### config.mk
export PLATFORM = sky130hd
export DESIGN_NAME = scp_mem_arbiter
export DESIGN_NICKNAME = d
export VERILOG_FILES = /design/src/rtl/scp_pkg.sv /design/src/rtl/scp_rr_arb2.sv /design/src/rtl/scp_mem_arbiter.sv
export SDC_FILE = /design/constraint.sdc
export NUM_CORES = 1
export LEC_CHECK = 0
export CORE_AREA = 4 4 143 145
export DETAILED_ROUTE_END_ITERATION = 10
export DIE_AREA = 0 0 147 149
export PLACE_DENSITY_LB_ADDON = 0.25
export RECOVER_POWER = 25
export SYNTH_ARGS = -nofsm -noshare
export SYNTH_HDL_FRONTEND = slang
export SYNTH_SLANG_ARGS = --single-unit
### constraint.sdc
create_clock -name clk -period 2.57 [get_ports clk]
set_clock_uncertainty 0.05 [all_clocks]
set_input_delay 0.6425 -clock clk [delete_from_list [all_inputs] [get_ports clk]]
set_output_delay 0.6425 -clock clk [all_outputs]
set_load 0.02 [all_outputs]
### src/rtl/scp_pkg.sv
// Shared types and default widths for the scratchpad memory arbiter.
package scp_pkg;

  localparam int DEF_ADDR_W  = 32;
  localparam int DEF_DATA_W  = 32;
  localparam int DEF_TIMEOUT = 16;

  typedef enum logic [1:0] {
    IDLE  = 2'd0,
    ISSUE = 2'd1,
    RESP  = 2'd2
  } state_e;

  typedef enum logic [1:0] {
    IFU = 2'd0,
    DMU = 2'd1,
    DBG = 2'd2
  } req_id_e;

endpackage

### src/rtl/scp_rr_arb2.sv
// Two-way round-robin between instruction fetch and data access.
// The pointer remembers which side won last; the other side wins a tie.
module scp_rr_arb2 (
  input  logic clk,
  input  logic rst,
  input  logic req_ifu,
  input  logic req_dmu,
  input  logic advance,
  output logic gnt_ifu,
  output logic gnt_dmu
);

  // Reset value 1 ("dmu won last") so the first tie goes to ifu.
  logic last_dmu_q, last_dmu_d;

  // Grant: a lone requester wins outright, a tie goes to the side not served last.
  always_comb begin
    gnt_ifu = 1'b0;
    gnt_dmu = 1'b0;
    if (req_ifu && req_dmu) begin
      gnt_ifu = last_dmu_q;
      gnt_dmu = !last_dmu_q;
    end else begin
      gnt_ifu = req_ifu;
      gnt_dmu = req_dmu;
    end
  end

  // Pointer moves only when the parent commits an ifu/dmu grant.
  always_comb begin
    last_dmu_d = last_dmu_q;
    if (advance && (gnt_ifu || gnt_dmu)) begin
      last_dmu_d = gnt_dmu;
    end
  end

  // Pointer register.
  always_ff @(posedge clk or negedge rst) begin
    if (!rst) begin
      last_dmu_q <= 1'b1;
    end else begin
      last_dmu_q <= last_dmu_d;
    end
  end

endmodule

### src/rtl/scp_mem_arbiter.sv
// Arbitrates fetch, data and debug masters onto one single-port memory.
// One access in flight at a time: IDLE grants, ISSUE waits for mem_rdy
// (or times out), RESP returns a one-cycle ack to the granted master.
module scp_mem_arbiter
  import scp_pkg::*;
#(
  parameter int ADDR_W  = DEF_ADDR_W,
  parameter int DATA_W  = DEF_DATA_W,
  parameter int TIMEOUT = DEF_TIMEOUT
) (
  input  logic                clk,
  input  logic                rst,
  input  logic                ifu_req,
  input  logic [ADDR_W-1:0]   ifu_addr,
  output logic                ifu_ack,
  output logic [DATA_W-1:0]   ifu_rdata,
  input  logic                dmu_req,
  input  logic                dmu_we,
  input  logic [ADDR_W-1:0]   dmu_addr,
  input  logic [DATA_W-1:0]   dmu_wdata,
  input  logic [DATA_W/8-1:0] dmu_be,
  output logic                dmu_ack,
  output logic [DATA_W-1:0]   dmu_rdata,
  input  logic                dbg_req,
  input  logic                dbg_we,
  input  logic [ADDR_W-1:0]   dbg_addr,
  input  logic [DATA_W-1:0]   dbg_wdata,
  output logic                dbg_ack,
  output logic [DATA_W-1:0]   dbg_rdata,
  output logic                mem_req,
  output logic                mem_we,
  output logic [ADDR_W-1:0]   mem_addr,
  output logic [DATA_W-1:0]   mem_wdata,
  output logic [DATA_W/8-1:0] mem_be,
  input  logic                mem_rdy,
  input  logic [DATA_W-1:0]   mem_rdata,
  output logic                busy,
  output logic                err
);

  localparam int BE_W  = DATA_W / 8;
  localparam int CNT_W = $clog2(TIMEOUT);
  localparam logic [CNT_W-1:0] CNT_LAST = CNT_W'(TIMEOUT - 1);

  state_e              state_q, state_d;
  req_id_e             id_q, id_d;
  logic                we_q, we_d;
  logic [ADDR_W-1:0]   addr_q, addr_d;
  logic [DATA_W-1:0]   wdata_q, wdata_d;
  logic [BE_W-1:0]     be_q, be_d;
  logic [CNT_W-1:0]    cnt_q, cnt_d;
  logic                err_q, err_d;
  logic [DATA_W-1:0]   ifu_rdata_q, ifu_rdata_d;
  logic [DATA_W-1:0]   dmu_rdata_q, dmu_rdata_d;
  logic [DATA_W-1:0]   dbg_rdata_q, dbg_rdata_d;

  logic                gnt_ifu, gnt_dmu;
  logic                rd_load;
  logic [DATA_W-1:0]   rd_val;

  // Debug overrides the round-robin, so the pointer only advances when dbg is quiet.
  scp_rr_arb2 u_rr (
    .clk     (clk),
    .rst     (rst),
    .req_ifu (ifu_req),
    .req_dmu (dmu_req),
    .advance ((state_q == IDLE) && !dbg_req),
    .gnt_ifu (gnt_ifu),
    .gnt_dmu (gnt_dmu)
  );

  // Next-state, command capture, timeout count and read-data capture.
  // NOTE: every signal gets a default first so no path leaves it unassigned (no latch).
  always_comb begin
    state_d     = state_q;
    id_d        = id_q;
    we_d        = we_q;
    addr_d      = addr_q;
    wdata_d     = wdata_q;
    be_d        = be_q;
    cnt_d       = cnt_q;
    err_d       = 1'b0;
    ifu_rdata_d = ifu_rdata_q;
    dmu_rdata_d = dmu_rdata_q;
    dbg_rdata_d = dbg_rdata_q;
    rd_load     = 1'b0;
    rd_val      = '0;

    case (state_q)
      IDLE: begin
        cnt_d = '0;
        if (dbg_req) begin
          id_d    = DBG;
          we_d    = dbg_we;
          addr_d  = dbg_addr;
          wdata_d = dbg_wdata;
          be_d    = '1;
          state_d = ISSUE;
        end else if (gnt_ifu) begin
          id_d    = IFU;
          we_d    = 1'b0;
          addr_d  = ifu_addr;
          wdata_d = '0;
          be_d    = '1;
          state_d = ISSUE;
        end else if (gnt_dmu) begin
          id_d    = DMU;
          we_d    = dmu_we;
          addr_d  = dmu_addr;
          wdata_d = dmu_wdata;
          be_d    = dmu_be;
          state_d = ISSUE;
        end
      end
      ISSUE: begin
        if (mem_rdy) begin
          rd_load = 1'b1;
          rd_val  = we_q ? '0 : mem_rdata;
          state_d = RESP;
        end else if (cnt_q == CNT_LAST) begin
          rd_load = 1'b1;
          err_d   = 1'b1;
          state_d = RESP;
        end else begin
          cnt_d = cnt_q + 1'b1;
        end
      end
      RESP:    state_d = IDLE;
      default: state_d = IDLE;
    endcase

    if (rd_load) begin
      case (id_q)
        IFU:     ifu_rdata_d = rd_val;
        DMU:     dmu_rdata_d = rd_val;
        default: dbg_rdata_d = rd_val;
      endcase
    end
  end

  // State and datapath registers; reset abandons any access in flight.
  // NOTE: non-blocking assignments so every flop samples pre-edge values.
  always_ff @(posedge clk or negedge rst) begin
    if (!rst) begin
      state_q     <= IDLE;
      id_q        <= IFU;
      we_q        <= 1'b0;
      addr_q      <= '0;
      wdata_q     <= '0;
      be_q        <= '0;
      cnt_q       <= '0;
      err_q       <= 1'b0;
      ifu_rdata_q <= '0;
      dmu_rdata_q <= '0;
      dbg_rdata_q <= '0;
    end else begin
      state_q     <= state_d;
      id_q        <= id_d;
      we_q        <= we_d;
      addr_q      <= addr_d;
      wdata_q     <= wdata_d;
      be_q        <= be_d;
      cnt_q       <= cnt_d;
      err_q       <= err_d;
      ifu_rdata_q <= ifu_rdata_d;
      dmu_rdata_q <= dmu_rdata_d;
      dbg_rdata_q <= dbg_rdata_d;
    end
  end

  // Outputs decode straight from state, so reset drops mem_req and acks at once.
  assign mem_req   = (state_q == ISSUE);
  assign mem_we    = we_q;
  assign mem_addr  = addr_q;
  assign mem_wdata = wdata_q;
  assign mem_be    = be_q;
  assign busy      = (state_q != IDLE);
  assign err       = (state_q == RESP) && err_q;
  assign ifu_ack   = (state_q == RESP) && (id_q == IFU);
  assign dmu_ack   = (state_q == RESP) && (id_q == DMU);
  assign dbg_ack   = (state_q == RESP) && (id_q == DBG);
  assign ifu_rdata = ifu_rdata_q;
  assign dmu_rdata = dmu_rdata_q;
  assign dbg_rdata = dbg_rdata_q;

endmodule

### Word-level counts from Yosys, hierarchy flattened

Index checks and enable logic that the tools add are counted.

| operators by class | value |
|---|---|
| add/sub/neg operators | 1 |
| multiplexer cells | 33 |
| equal/unequal tests | 9 |
| bitwise logic cells | 1 |
| divide/modulo/power cells | 0 |
| multipliers | 0 |
| order comparisons | 0 |
| shifts and indexed selects | 0 |
| reduce and logical (&&, ||, !) cells | 22 |

Operator list:

| operator | count |
|---|---|
| $mux 32 | 9 |
| $mux 4 | 5 |
| $mux 2 | 7 |
| $mux 1 | 10 |
| $reduce_and 2->1 | 5 |
| $pmux 4 s2 | 1 |
| $logic_and 1x1->1 | 7 |
| $add 4x1->4 const B | 1 |
| $eq 2x1->1 const B | 2 |
| $eq 2x2->1 const B | 2 |
| $eq 4x4->1 const B | 1 |
| $logic_not 2->1 | 2 |
| $ne 2x2->1 const B | 2 |
| $ne 4x2->1 const B | 1 |
| $pmux 2 s2 | 1 |
| $reduce_bool 2->1 | 2 |
| $ne 3x1->1 const B | 1 |
| $reduce_and 3->1 | 1 |
| $reduce_bool 3->1 | 1 |
| $logic_not 1->1 | 2 |
| $reduce_or 2->1 | 1 |
| $logic_or 1x1->1 | 1 |
| $not 1->1 | 1 |

| word-level totals | value |
|---|---|
| bits in registers | 175 |
| memories | 0 |
| word-level logic and storage cells | 78 |
| bits in read-only memories | 0 |
| memory bits (writable) | 0 |
| input bits | 204 |
| bits in latches | 0 |

### Depth between registers and ports, before layout

Gate-level depths: netlist of run 1.

| logic depth | value |
|---|---|
| word-level depth | 6 |
| mapped depth | 8 |
| gate-level depth less buffers | 5 |

### By module

Synthesis of run 1 repeated with hierarchy kept, for this count alone.

| second synthesis, totals | value |
|---|---|
| cell total of the unflattened synthesis | 598 |
| area total of the unflattened synthesis | 8,262.9 um^2 |

Modules (own cells, without submodules):

| module | area each (um^2) | cells an instance | times used |
|---|---|---|---|
| scp_mem_arbiter | 8,206.6 | 592 | 1 |
| scp_rr_arb2 | 56.3 | 6 | 1 |

### Worst setup path after synthesis of run 1

No wires, ideal clock.

| path | value |
|---|---|
| kind | register -> output |
| start point | register state_q[0] |
| end point | output dbg_ack |
| stages on the path, launching flop included | 4 |
| arrival time | 1.207 ns |
| path slack | 0.670 ns |
| path through | dfrtp_1 > buf_6 > nand2b_1 > nor3b_1 |

| on the way | value |
|---|---|
| word-level cells in the longest chain between the ends | 2 |

RTL lines:

| item | RTL line | source |
|---|---|---|
| start: declaration | scp_mem_arbiter.sv:45 | `state_e state_q, state_d;` |
| start signal: assignment | scp_mem_arbiter.sv:157 | `state_q <= state_d;` |
| $eq 2x2->1 | scp_mem_arbiter.sv:181 | `assign dbg_ack = (state_q == RESP) && (id_q == DBG);` |
| $logic_and 1x1->1 | scp_mem_arbiter.sv:181 |  |
| end: declaration | scp_mem_arbiter.sv:28 | `output logic dbg_ack,` |

No other way between the ends.

### Worst setup path after layout of run 1

| path | value |
|---|---|
| start point | register id_q[0] |
| end point | output dmu_ack |

| on the way | value |
|---|---|
| word-level cells in the longest chain between the ends | 2 |

RTL lines:

| item | RTL line | source |
|---|---|---|
| start: declaration | scp_mem_arbiter.sv:46 | `req_id_e id_q, id_d;` |
| start signal: assignment | scp_mem_arbiter.sv:158 | `id_q <= id_d;` |
| $eq 2x1->1 | scp_mem_arbiter.sv:180 | `assign dmu_ack = (state_q == RESP) && (id_q == DMU);` |
| $logic_and 1x1->1 | scp_mem_arbiter.sv:180 |  |
| end: declaration | scp_mem_arbiter.sv:22 | `output logic dmu_ack,` |

No other way between the ends.

==> results.sh, run 1 <==
export IMPL_drv_cap=0
export IMPL_muxShareOfSynthArea=0.04107
export IMPL_syn_area_per_cell_sq_um=11.87
export IMPL_fmax_ghz=0.4036
export IMPL_grt_use_total=0.2291
export IMPL_coreArea_sq_um=19210
export IMPL_yosysSeqAreaShare=0.5617
export IMPL_num_vias=6936
export IMPL_crit_slowest_cell="clkdlybuf4s50_1"
export IMPL_ys_warnings_count=0
export IMPL_grt_pass1_vias=6938
export IMPL_ys_seq_elements=175
export IMPL_routed_wl_microns=25490
export IMPL_drc=0
export IMPL_die_y_microns=149
export IMPL_die_area_sq_um=21900
export IMPL_synth_compound_area_share=0.2150
export IMPL_ys_async_sr_fraction=1.000
export IMPL_synthCells=657
export IMPL_tightest_slew_ns=1.175
export IMPL_routed_via_density=5.360
export IMPL_synth_edf_count=0
export IMPL_end_kind="primary output"
export IMPL_slowest_delay_ns=0.64
export IMPL_start_kind="flop"
export IMPL_hp_class="in -> async"
export IMPL_finalMaxSlewViolations=0
export IMPL_clk_pin_slew_ns=0.07
export IMPL_crit_family="buffers and inverters"
export IMPL_antenna_found_initial=1
export IMPL_yosys_most_used_dff="dfrtp_1"
export IMPL_worstSetupPathType="reg -> out"
export IMPL_worst_path_max_fanout=4
export IMPL_drt_pass1_iterations=5
export IMPL_min_period_over_period=0.9641
export IMPL_drt_iter0_markers=411
export IMPL_grt_pass1_wl_microns=39560
export IMPL_synthAdderAreaFrac=0.001604
export IMPL_io_pins=375
export IMPL_whs_ns=0.3985
export IMPL_synthSimpleGateAreaFrac=0.1306
export IMPL_cts_tree="yes"
export IMPL_synth_top_area_share=0.5583
export IMPL_worstPathRequired_ns=1.88
export IMPL_grt_max_degree=94
export IMPL_synthXorXnorAreaFrac=0
export IMPL_cts_sinks=175
export IMPL_drtAntennaViolNets=0
export IMPL_rsz0062_at_grt="false"
export IMPL_period_minus_slack_ns=2.478
export IMPL_relSlewSlack=0.2169
export IMPL_cp_num_buf_inv=2
export IMPL_cp_cell_sequence="buf_4 > nand2b_1 > nor2_1 > clkdlybuf4s50_1"
export IMPL_fillers=1489
export IMPL_gp_congestion=0.8054
export IMPL_crit_path_start="id_q[0]"
export IMPL_syn_area_sq_um=7799
export IMPL_hpwl_microns=18630
export IMPL_die_x_microns=147
export IMPL_synth_top_family_by_area="compound AO/OA/AOI/OAI gates"
export IMPL_ys_types=41
export IMPL_cts_htree_levels=4
export IMPL_rows=51
export IMPL_status="finished, final reports clean"
export IMPL_ir_worst_vdd_uv=486.8
export IMPL_area_growth_synth_to_final_pct=60.20
export IMPL_synth_fp_nets=862
export IMPL_cts_root_buf="clkbuf_16"
export IMPL_powerDensity_nw_per_um2=1199
export IMPL_gr_total_overflow=0
export IMPL_yosysTopAreaCell="dfrtp_1"
export IMPL_setup_viol=0
export IMPL_r2r_start="state_q[1]"
export IMPL_clk_path_buf_depth=2
export IMPL_cp_arrival_ns=1.79
export IMPL_netlist_top_cells_area="dfrtp_1 56%, a32o_1 12%, o211ai_2 4.5%, mux2i_1 4.1%, nand2_1 3.5%"
export IMPL_setup_tns_ns=0
export IMPL_numCtsBuffers=17
export IMPL_initial_core_util=0.4060
export IMPL_fin_nets=1220
export IMPL_wire_per_inst_microns=19.70
export IMPL_clk_insertion_delay_late_ns=0.42
export IMPL_portBuffers=374
export IMPL_drive_above_1_share=0.1041
export IMPL_cts_hold_buf=0
export IMPL_finalHoldViolCount=0
export IMPL_p_leak_nw=5.234
-- worst paths after layout --
check                           slack (ns)             to  cells past startpoint
worst min-delay path                  0.40  dmu_rdata[30]                      1
max in group asynchronous             0.46  dbg_rdata[17]                      2
worst max register to register        0.71  ifu_rdata[18]                      7
min in group clk                      0.44      mem_be[3]                      1
worst max-delay path                  0.09        dmu_ack                      4
worst min register to register        0.44      mem_be[3]                      1
-- metal layers --
layer | wire length [microns] | up-vias | global-route usage
met1 | 9688 | 3382 | 0.2810
met2 | 12880 | 301 | 0.3872
met5 | 0 | - | 0
met3 | 2350 | 31 | 0.07171
met4 | 569 | 0 | 0.07549
li1 | - | 3222 | -
-- per-stage QoR --
| stage | instances | util | power [mW] | area [sq um] | worst slack (ns) |
|---|---|---|---|---|---|
| 2_1_floorplan | 657 | - | 8.743 | 7799 | 0.6702 |
| 3_3_place_gp | 1261 | 0.6216 | 12.44 | 11940 | 0.2709 |
| 3_5_place_dp | 1261 | 0.6216 | 12.58 | 11940 | 0.2182 |
| 4_1_cts | 1293 | 0.6520 | 15.17 | 12520 | 0.005056 |
| 5_1_grt | 1294 | 0.6504 | 15.79 | 12490 | 0.03647 |
| 6_report | 1294 | 0.6504 | 14.98 | 12490 | 0.09237 |
-- power by group --
part / switching [mW] / internal, mW
clock: 1.16 / 1.39
combinational: 4.05 / 3.70
sequential: 0.687 / 3.99
total: 5.89 / 9.09
-- cell type report --
type	count	area (sq um)	share of cell area
Inverter	4	15.01	0.001202
Clock buffer	18	439.2	0.03515
Sequential cell	175	4380	0.3506
Timing Repair Buffer	406	4120	0.3298
Multi-Input combinational cell	411	3057	0.2447
Clock inverter	14	147.6	0.01182
Tap cell	265	331.6	0.02654
Antenna cell	1	2.502	0.0002003
-- cells in the final DEF, fill, tap and decap left out, types with 3 or more instances in the layout --
| cell | netlist | layout |
|---|---|---|
| a21oi_1 | 3 | 3 |
| a22o_1 | 3 | 3 |
| a31oi_1 | 35 | 35 |
| a32o_1 | 96 | 96 |
| buf_12 | 0 | 12 |
| buf_4 | 4 | 17 |
| clkbuf_16 | 0 | 17 |
| clkdlybuf4s50_1 | 0 | 369 |
| clkinv_4 | 0 | 3 |
| dfrtp_1 | 174 | 174 |
| inv_1 | 3 | 3 |
| inv_6 | 0 | 5 |
| mux2i_1 | 32 | 32 |
| nand2_1 | 72 | 72 |
| nand2b_1 | 3 | 3 |
| nand3_1 | 33 | 33 |
| nand3b_1 | 33 | 33 |
| nor2_1 | 41 | 41 |
| nor3_1 | 3 | 3 |
| o211ai_1 | 4 | 4 |
| o211ai_2 | 28 | 28 |
| o22a_1 | 4 | 4 |
-- registers in the layout, indices dropped and copies added, names as in the netlist --
register         flops
mem_we               1
mem_wdata           32
mem_be               4
cnt_q                4
id_q                 2
state_q              2
mem_addr            32
dbg_rdata           32
u_rr.last_dmu_q      1
dmu_rdata           32
err_q                1
ifu_rdata           32
-- cells in the mapped netlist, types with 4 or more instances --
cell / instances
dfrtp_1: 174
a32o_1: 96
nand2_1: 72
nor2_1: 41
a31oi_1: 35
buf_2: 33
nand3_1: 33
nand3b_1: 33
mux2i_1: 32
o211ai_2: 28
clkbuf_1: 19
buf_6: 9
buf_4: 4
o211ai_1: 4
o22a_1: 4
-- cells by family after synthesis --
family | Yosys count
AND/OR/NAND/NOR | 200
AO/OA/AOI/OAI | 178
flip-flops | 175
buffers and inverters | 71
multiplexers | 32
adder cells (fa/ha/maj) | 1
-- timing repair --
| item | 4_1_cts | 5_1_grt |
|---|---|---|
| endpoints found under the setup margin | 2 | 1 |
| setup buffers | 0 | 0 |
| endpoints found under the hold margin | 0 | 0 |
| gates resized for setup | 2 | 1 |
Note: power is estimated with default switching activity, not from simulation.
==> run 2: changes to the inputs <==
CORE_AREA = 4 4 145 147   (was 4 4 143 145)
DIE_AREA = 0 0 149 151   (was 0 0 147 149)
GPL_TIMING_DRIVEN = 0   (was unset)
SYNTH_HIERARCHICAL = 1   (was unset)
==> results.sh, run 2 <==
export IMPL_status="complete, but fails checks"
export IMPL_failed_checks="max-capacitance violations, max-slew violations"
export IMPL_die_x_microns=149
export IMPL_cts_htree_levels=4
export IMPL_finalHoldViolCount=0
export IMPL_yosysTopAreaCell="dfrtp_1"
export IMPL_finalMaxSlewViolations=67
export IMPL_gr_total_overflow=0
export IMPL_layout_commonest_cell="clkdlybuf4s50_1"
export IMPL_start_kind="flop"
export IMPL_drt_iter0_markers=180
export IMPL_ir_worst_vdd_uv=407.0
export IMPL_routed_via_density=4.945
export IMPL_preCtsSetupSlack_ns=-0.3441
export IMPL_synth_most_common_cell="dfrtp_1"
export IMPL_synthCells=598
export IMPL_coreArea_sq_um=19910
export IMPL_hpwl_microns=19710
export IMPL_routed_wl_microns=25260
export IMPL_drtAntennaViolNets=0
export IMPL_synth_edf_count=0
export IMPL_cts_root_buf="clkbuf_16"
export IMPL_grtUsageMet3=0.06673
export IMPL_setup_tns_ns=0
export IMPL_grt_max_degree=110
export IMPL_period_minus_slack_ns=2.495
export IMPL_die_y_microns=151
export IMPL_die_area_sq_um=22500
export IMPL_worstPathRequired_ns=1.88
export IMPL_clk_pin_slew_ns=0.07
export IMPL_ys_seq_elements=175
export IMPL_yosys_most_used_dff="dfrtp_1"
export IMPL_io_pins=375
export IMPL_netlist_top_cells_area="dfrtp_1 53%, mux2_4 13%, mux2_2 12%, mux2i_1 4.0%, a22o_1 3.5%"
export IMPL_synth_common_cells="174 x dfrtp_1, 86 x mux2_2, 69 x mux2_4"
export IMPL_numCtsBuffers=17
export IMPL_wire_per_inst_microns=19.77
export IMPL_clk_path_buf_depth=2
export IMPL_clk_insertion_delay_late_ns=0.42
export IMPL_grt_use_total=0.2188
export IMPL_yosysSeqAreaShare=0.5301
export IMPL_rsz0062_at_grt="false"
export IMPL_powerDensity_nw_per_um2=1097
export IMPL_tightest_slew_ns=1.803
export IMPL_ys_async_sr_fraction=1.000
export IMPL_grt_pass1_vias=6459
export IMPL_hp_class="reg -> reg"
export IMPL_drt_pass1_iterations=4
export IMPL_power_mw=14.18
export IMPL_whs_ns=0.4405
export IMPL_drv_cap=1
export IMPL_fmax_ghz=0.4009
export IMPL_portBuffers=374
export IMPL_top_usage_layer="met2"
export IMPL_finalWorstSetupSlack_ns=0.07544
export IMPL_drc=0
export IMPL_gp_congestion=0.8132
export IMPL_cts_tree="yes"
export IMPL_initial_core_util=0.4150
export IMPL_ys_types=42
export IMPL_ys_warnings_count=6
export IMPL_cp_arrival_ns=1.80
export IMPL_min_period_over_period=0.9706
export IMPL_setup_viol=0
export IMPL_synth_fp_nets=803
export IMPL_layout_common_cells="367 x clkdlybuf4s50_1, 174 x dfrtp_1, 86 x mux2_2"
export IMPL_synth_top_area_share=0.5270
export IMPL_grt_pass1_wl_microns=37430
export IMPL_multi_input_area_sq_um=3540
export IMPL_cts_sinks=175
export IMPL_worstSetupPathType="reg -> out"
export IMPL_grt_use_met2=0.3836
export IMPL_fin_nets=1196
export IMPL_drive_above_1_share=0.2191
export IMPL_met1_usage=0.2574
export IMPL_worst_path_max_fanout=8
export IMPL_fillers=1589
export IMPL_p_leak_nw=5.882
export IMPL_num_vias=6320
export IMPL_relSlewSlack=-0.2020
export IMPL_seqCellArea_sq_um=4380
export IMPL_antenna_found_initial=4
export IMPL_rows=52
export IMPL_syn_area_sq_um=8263
export IMPL_syn_area_per_cell_sq_um=13.82
export IMPL_area_growth_synth_to_final_pct=56.37
export IMPL_end_kind="primary output"
==> run 2: cell count changes after synthesis, moves of 30 or more <==
cell	previous run	this run
nand2_1	72	36
mux2_4	0	69
a22o_1	3	33
o21ai_0	1	34
nor2_1	41	4
a31oi_1	35	1
mux2_2	0	86
nand3b_1	33	0
a32o_1	96	0
==> run 2: cells by family after synthesis <==
logic type / Yosys count / share of synthesized area
mux: 199 / 0.2975
flops: 175 / 0.5301
simple gates: 97 / 0.06345
fa+ha+maj: 1 / 0.001514
buf+inv: 48 / 0.04149
compound gates: 78 / 0.06587
==> run 2: where the power goes <==
group	leakage, nW	total (mW)	switching [mW]	internal (mW)
combinational	3.37	7.19	3.24	3.96
clock	0.263	2.49	1.14	1.36
sequential	2.25	4.49	0.650	3.84
total	5.88	14.2	5.02	9.16
==> run 2: layer usage <==
layer  vias up  part of all wire
li1       2939                 -
met1      3082              0.38
met2       264              0.52
met3        35             0.081
met4         0             0.020
met5         -                 0
==> run 2: cell type report <==
| cell class | count | area share |
|---|---|---|
| well taps | 270 | 0.02615 |
| inverters | 7 | 0.002034 |
| diodes | 4 | 0.0007747 |
| clock buffers | 19 | 0.03350 |
| repair buffers | 375 | 0.2904 |
| plain buffers | 40 | 0.02421 |
| multi-input cells | 375 | 0.2739 |
| flip-flops and latches | 175 | 0.3390 |
| clock inverters | 13 | 0.009974 |
==> run 2: timing repair <==
item,CTS,global route
endpoints found under the hold margin,0,0
gates resized for setup,6,5
buffers inserted,0,0
setup endpoints to repair,5,2
hold buffers,0,0
==> run 2: final timing paths <==
check	endpoint	slack, ns	from	cells after the start
setup / recovery	busy	0.08	state_q[0]	2
hold / removal	ifu_rdata[6]	0.44	ifu_rdata[6]	1
setup reg to reg	mem_wdata[2]	0.42	u_rr/last_dmu_q	7
hold reg to reg	ifu_rdata[6]	0.44	ifu_rdata[6]	1
max in group asynchronous	ifu_rdata[17]	0.54	rst	2
min in group asynchronous	dbg_rdata[24]	0.63	rst	1
==> run 2: worst max-delay path, stage by stage, from the launching register on <==
cell and delay, ns:
dfrtp_1 0.49, or2_4 0.32, clkdlybuf4s50_1 0.57
==> run 2: through the flow <==
step                      utilization  instance area [sq um]  instances
after detailed placement       0.6217                  12380       1243
after global placement         0.6200                  12340       1242
final                          0.6490                  12920       1278
after global routing           0.6490                  12920       1278
after CTS                      0.6494                  12930       1274
after floorplan                     -                   8263        598
==> run 3: changes to the inputs <==
REMOVE_ABC_BUFFERS = 1   (was unset)
==> results.sh, run 3 (synthesis results as in run 2) <==
export IMPL_status="complete, but fails checks"
export IMPL_failed_checks="max-capacitance violations, max-slew violations"
export IMPL_swShare=0.3615
export IMPL_layout_commonest_cell="clkdlybuf4s50_1"
export IMPL_finalWorstSetupSlack_ns=0.09990
export IMPL_fillers=1591
export IMPL_io_pins=375
export IMPL_setup_viol=0
export IMPL_antenna_cells=0
export IMPL_hp_class="reg -> reg"
export IMPL_grt_max_degree=106
export IMPL_worstPathRequired_ns=1.88
export IMPL_p_comb_frac=0.501
export IMPL_p_leak_nw=5.824
export IMPL_min_from="ifu_rdata[28]"
export IMPL_grt_pass1_wl_microns=35460
export IMPL_powerDensity_nw_per_um2=1095
export IMPL_p_int_mw=8.939
export IMPL_finalHoldViolCount=0
export IMPL_numCtsBuffers=17
export IMPL_die_area_sq_um=22500
export IMPL_area_growth_synth_to_final_pct=54.68
export IMPL_holdPathStages=1
export IMPL_routed_wl_microns=24020
export IMPL_cts_tree="yes"
export IMPL_gp_congestion=0.8070
export IMPL_final_instance_count_excl_fill=1243
export IMPL_drc=0
export IMPL_routed_via_density=4.895
export IMPL_gr_total_overflow=0
export IMPL_period_minus_slack_ns=2.470
export IMPL_fin_nets=1165
export IMPL_crit_path_start="state_q[1]"
export IMPL_seqCellArea_sq_um=4380
export IMPL_drive_above_1_share=0.2169
export IMPL_drv_cap=1
export IMPL_drtAntennaViolNets=0
export IMPL_initial_core_util=0.4150
export IMPL_grt_pass1_vias=6248
export IMPL_hpwl_microns=17500
export IMPL_drt_pass1_iterations=4
export IMPL_coreArea_sq_um=19910
export IMPL_worstSetupPathType="reg -> out"
export IMPL_dpl_cell_count=1206
export IMPL_cp_arrival_ns=1.78
export IMPL_cts_sinks=175
export IMPL_rsz0062_at_grt="false"
export IMPL_clk_pin_slew_ns=0.07
export IMPL_clk_path_buf_depth=2
export IMPL_final_core_util=0.6420
export IMPL_drt_iter0_markers=151
export IMPL_end_kind="primary output"
export IMPL_die_x_microns=149
export IMPL_start_kind="flop"
export IMPL_portBuffers=374
export IMPL_wire_per_inst_microns=19.33
export IMPL_tightest_slew_ns=1.824
export IMPL_antenna_found_initial=0
export IMPL_p_switching_mw=5.061
export IMPL_layout_common_cells="367 x clkdlybuf4s50_1, 174 x dfrtp_1, 86 x mux2_2"
export IMPL_ir_worst_vdd_uv=497.5
export IMPL_worst_path_max_fanout=10
export IMPL_preCtsSetupSlack_ns=-1.211
export IMPL_finalMaxSlewViolations=72
export IMPL_multi_input_area_sq_um=3596
export IMPL_power_frac_seq=0.321
export IMPL_clk_insertion_delay_late_ns=0.42
export IMPL_rows=52
export IMPL_cts_root_buf="clkbuf_16"
export IMPL_r2r_start="state_q[1]"
export IMPL_pwr_share_clk=0.179
export IMPL_grt_use_total=0.2068
export IMPL_relSlewSlack=-0.2160
export IMPL_min_period_over_period=0.9611
export IMPL_num_vias=6085
export IMPL_reg2regPathDepth=4
export IMPL_fmax_ghz=0.4048
export IMPL_cts_htree_levels=4
export IMPL_die_y_microns=151
run 3: changes by cell type in the layout (fill, tap and decap cells not counted), moves of 2 or more:
| cell | before | now |
|---|---|---|
| clkbuf_1 | 18 | 0 |
| clkinvlp_4 | 4 | 2 |
| diode_2 | 4 | 0 |
| clkbuf_2 | 3 | 1 |
| clkinv_8 | 0 | 2 |
| buf_4 | 1 | 4 |
| buf_6 | 4 | 0 |
| buf_2 | 12 | 0 |
| inv_8 | 1 | 3 |
| buf_12 | 7 | 3 |
run 3: repair_timing:
| action | CTS | global route |
|---|---|---|
| gates cloned | 2 | 0 |
| buffers inserted | 3 | 0 |
| endpoints found under the setup margin | 109 | 1 |
| hold buffers | 0 | 0 |
| resized for setup | 6 | 2 |
| pin swaps | 2 | 0 |
run 3: final timing paths:
| kind | to | slack, ns |
|---|---|---|
| worst min-delay path | ifu_rdata[28] | 0.44 |
| min in group asynchronous | dmu_rdata[15] | 0.66 |
| worst max-delay path | busy | 0.1 |
| worst min register to register | ifu_rdata[28] | 0.44 |
| max in group asynchronous | mem_wdata[26] | 0.45 |
| worst max register to register | dbg_rdata[10] | 0.19 |
run 3: critical path, stage by stage (launching register included):
cell             delay, ns
dfrtp_1               0.53
or2_4                 0.21
clkdlybuf4s50_1       0.62
run 3: metal layers:
metal  track usage  wire length [microns]  share of wire
met1        0.2450                   9421           0.39
met2        0.3523                  11850           0.49
met3       0.06852                   2022          0.084
met4       0.07506                    724          0.030
met5             0                      0              0
run 3: cell type report:
type                            count  area share
Multi-Input combinational cell    377      0.2814
Clock inverter                     15     0.01155
Clock buffer                       17     0.03328
Timing Repair Buffer              382      0.3026
Inverter                            7    0.002056
Tap cell                          270     0.02643
Sequential cell                   175      0.3427
run 3: power groups by stage:
stage | sequential, mW | combinational, mW | clock (mW)
after floorplan | 5.72 | 2.64 | 0
after global placement | 4.52 | 7.05 | 0
after detailed placement | 4.50 | 7.06 | 0
after CTS | 4.49 | 7.10 | 2.57
after global routing | 4.63 | 7.34 | 2.70
final | 4.49 | 7.01 | 2.50
run 3: through the flow:
| step | power [mW] | TNS (ns) | area (sq um) | hold WS, ns |
|---|---|---|---|---|
| after CTS | 14.16 | 0 | 12800 | 0.1293 |
| after global placement | 11.57 | -1723.82 | 12030 | 0.4225 |
| final | 14.00 | 0 | 12780 | 0.4396 |
| after detailed placement | 11.57 | -106.83 | 12190 | 0.4299 |
| after global routing | 14.67 | 0 | 12780 | 0.4622 |
| after floorplan | 8.358 | -255.36 | 7946 | 0.2969 |
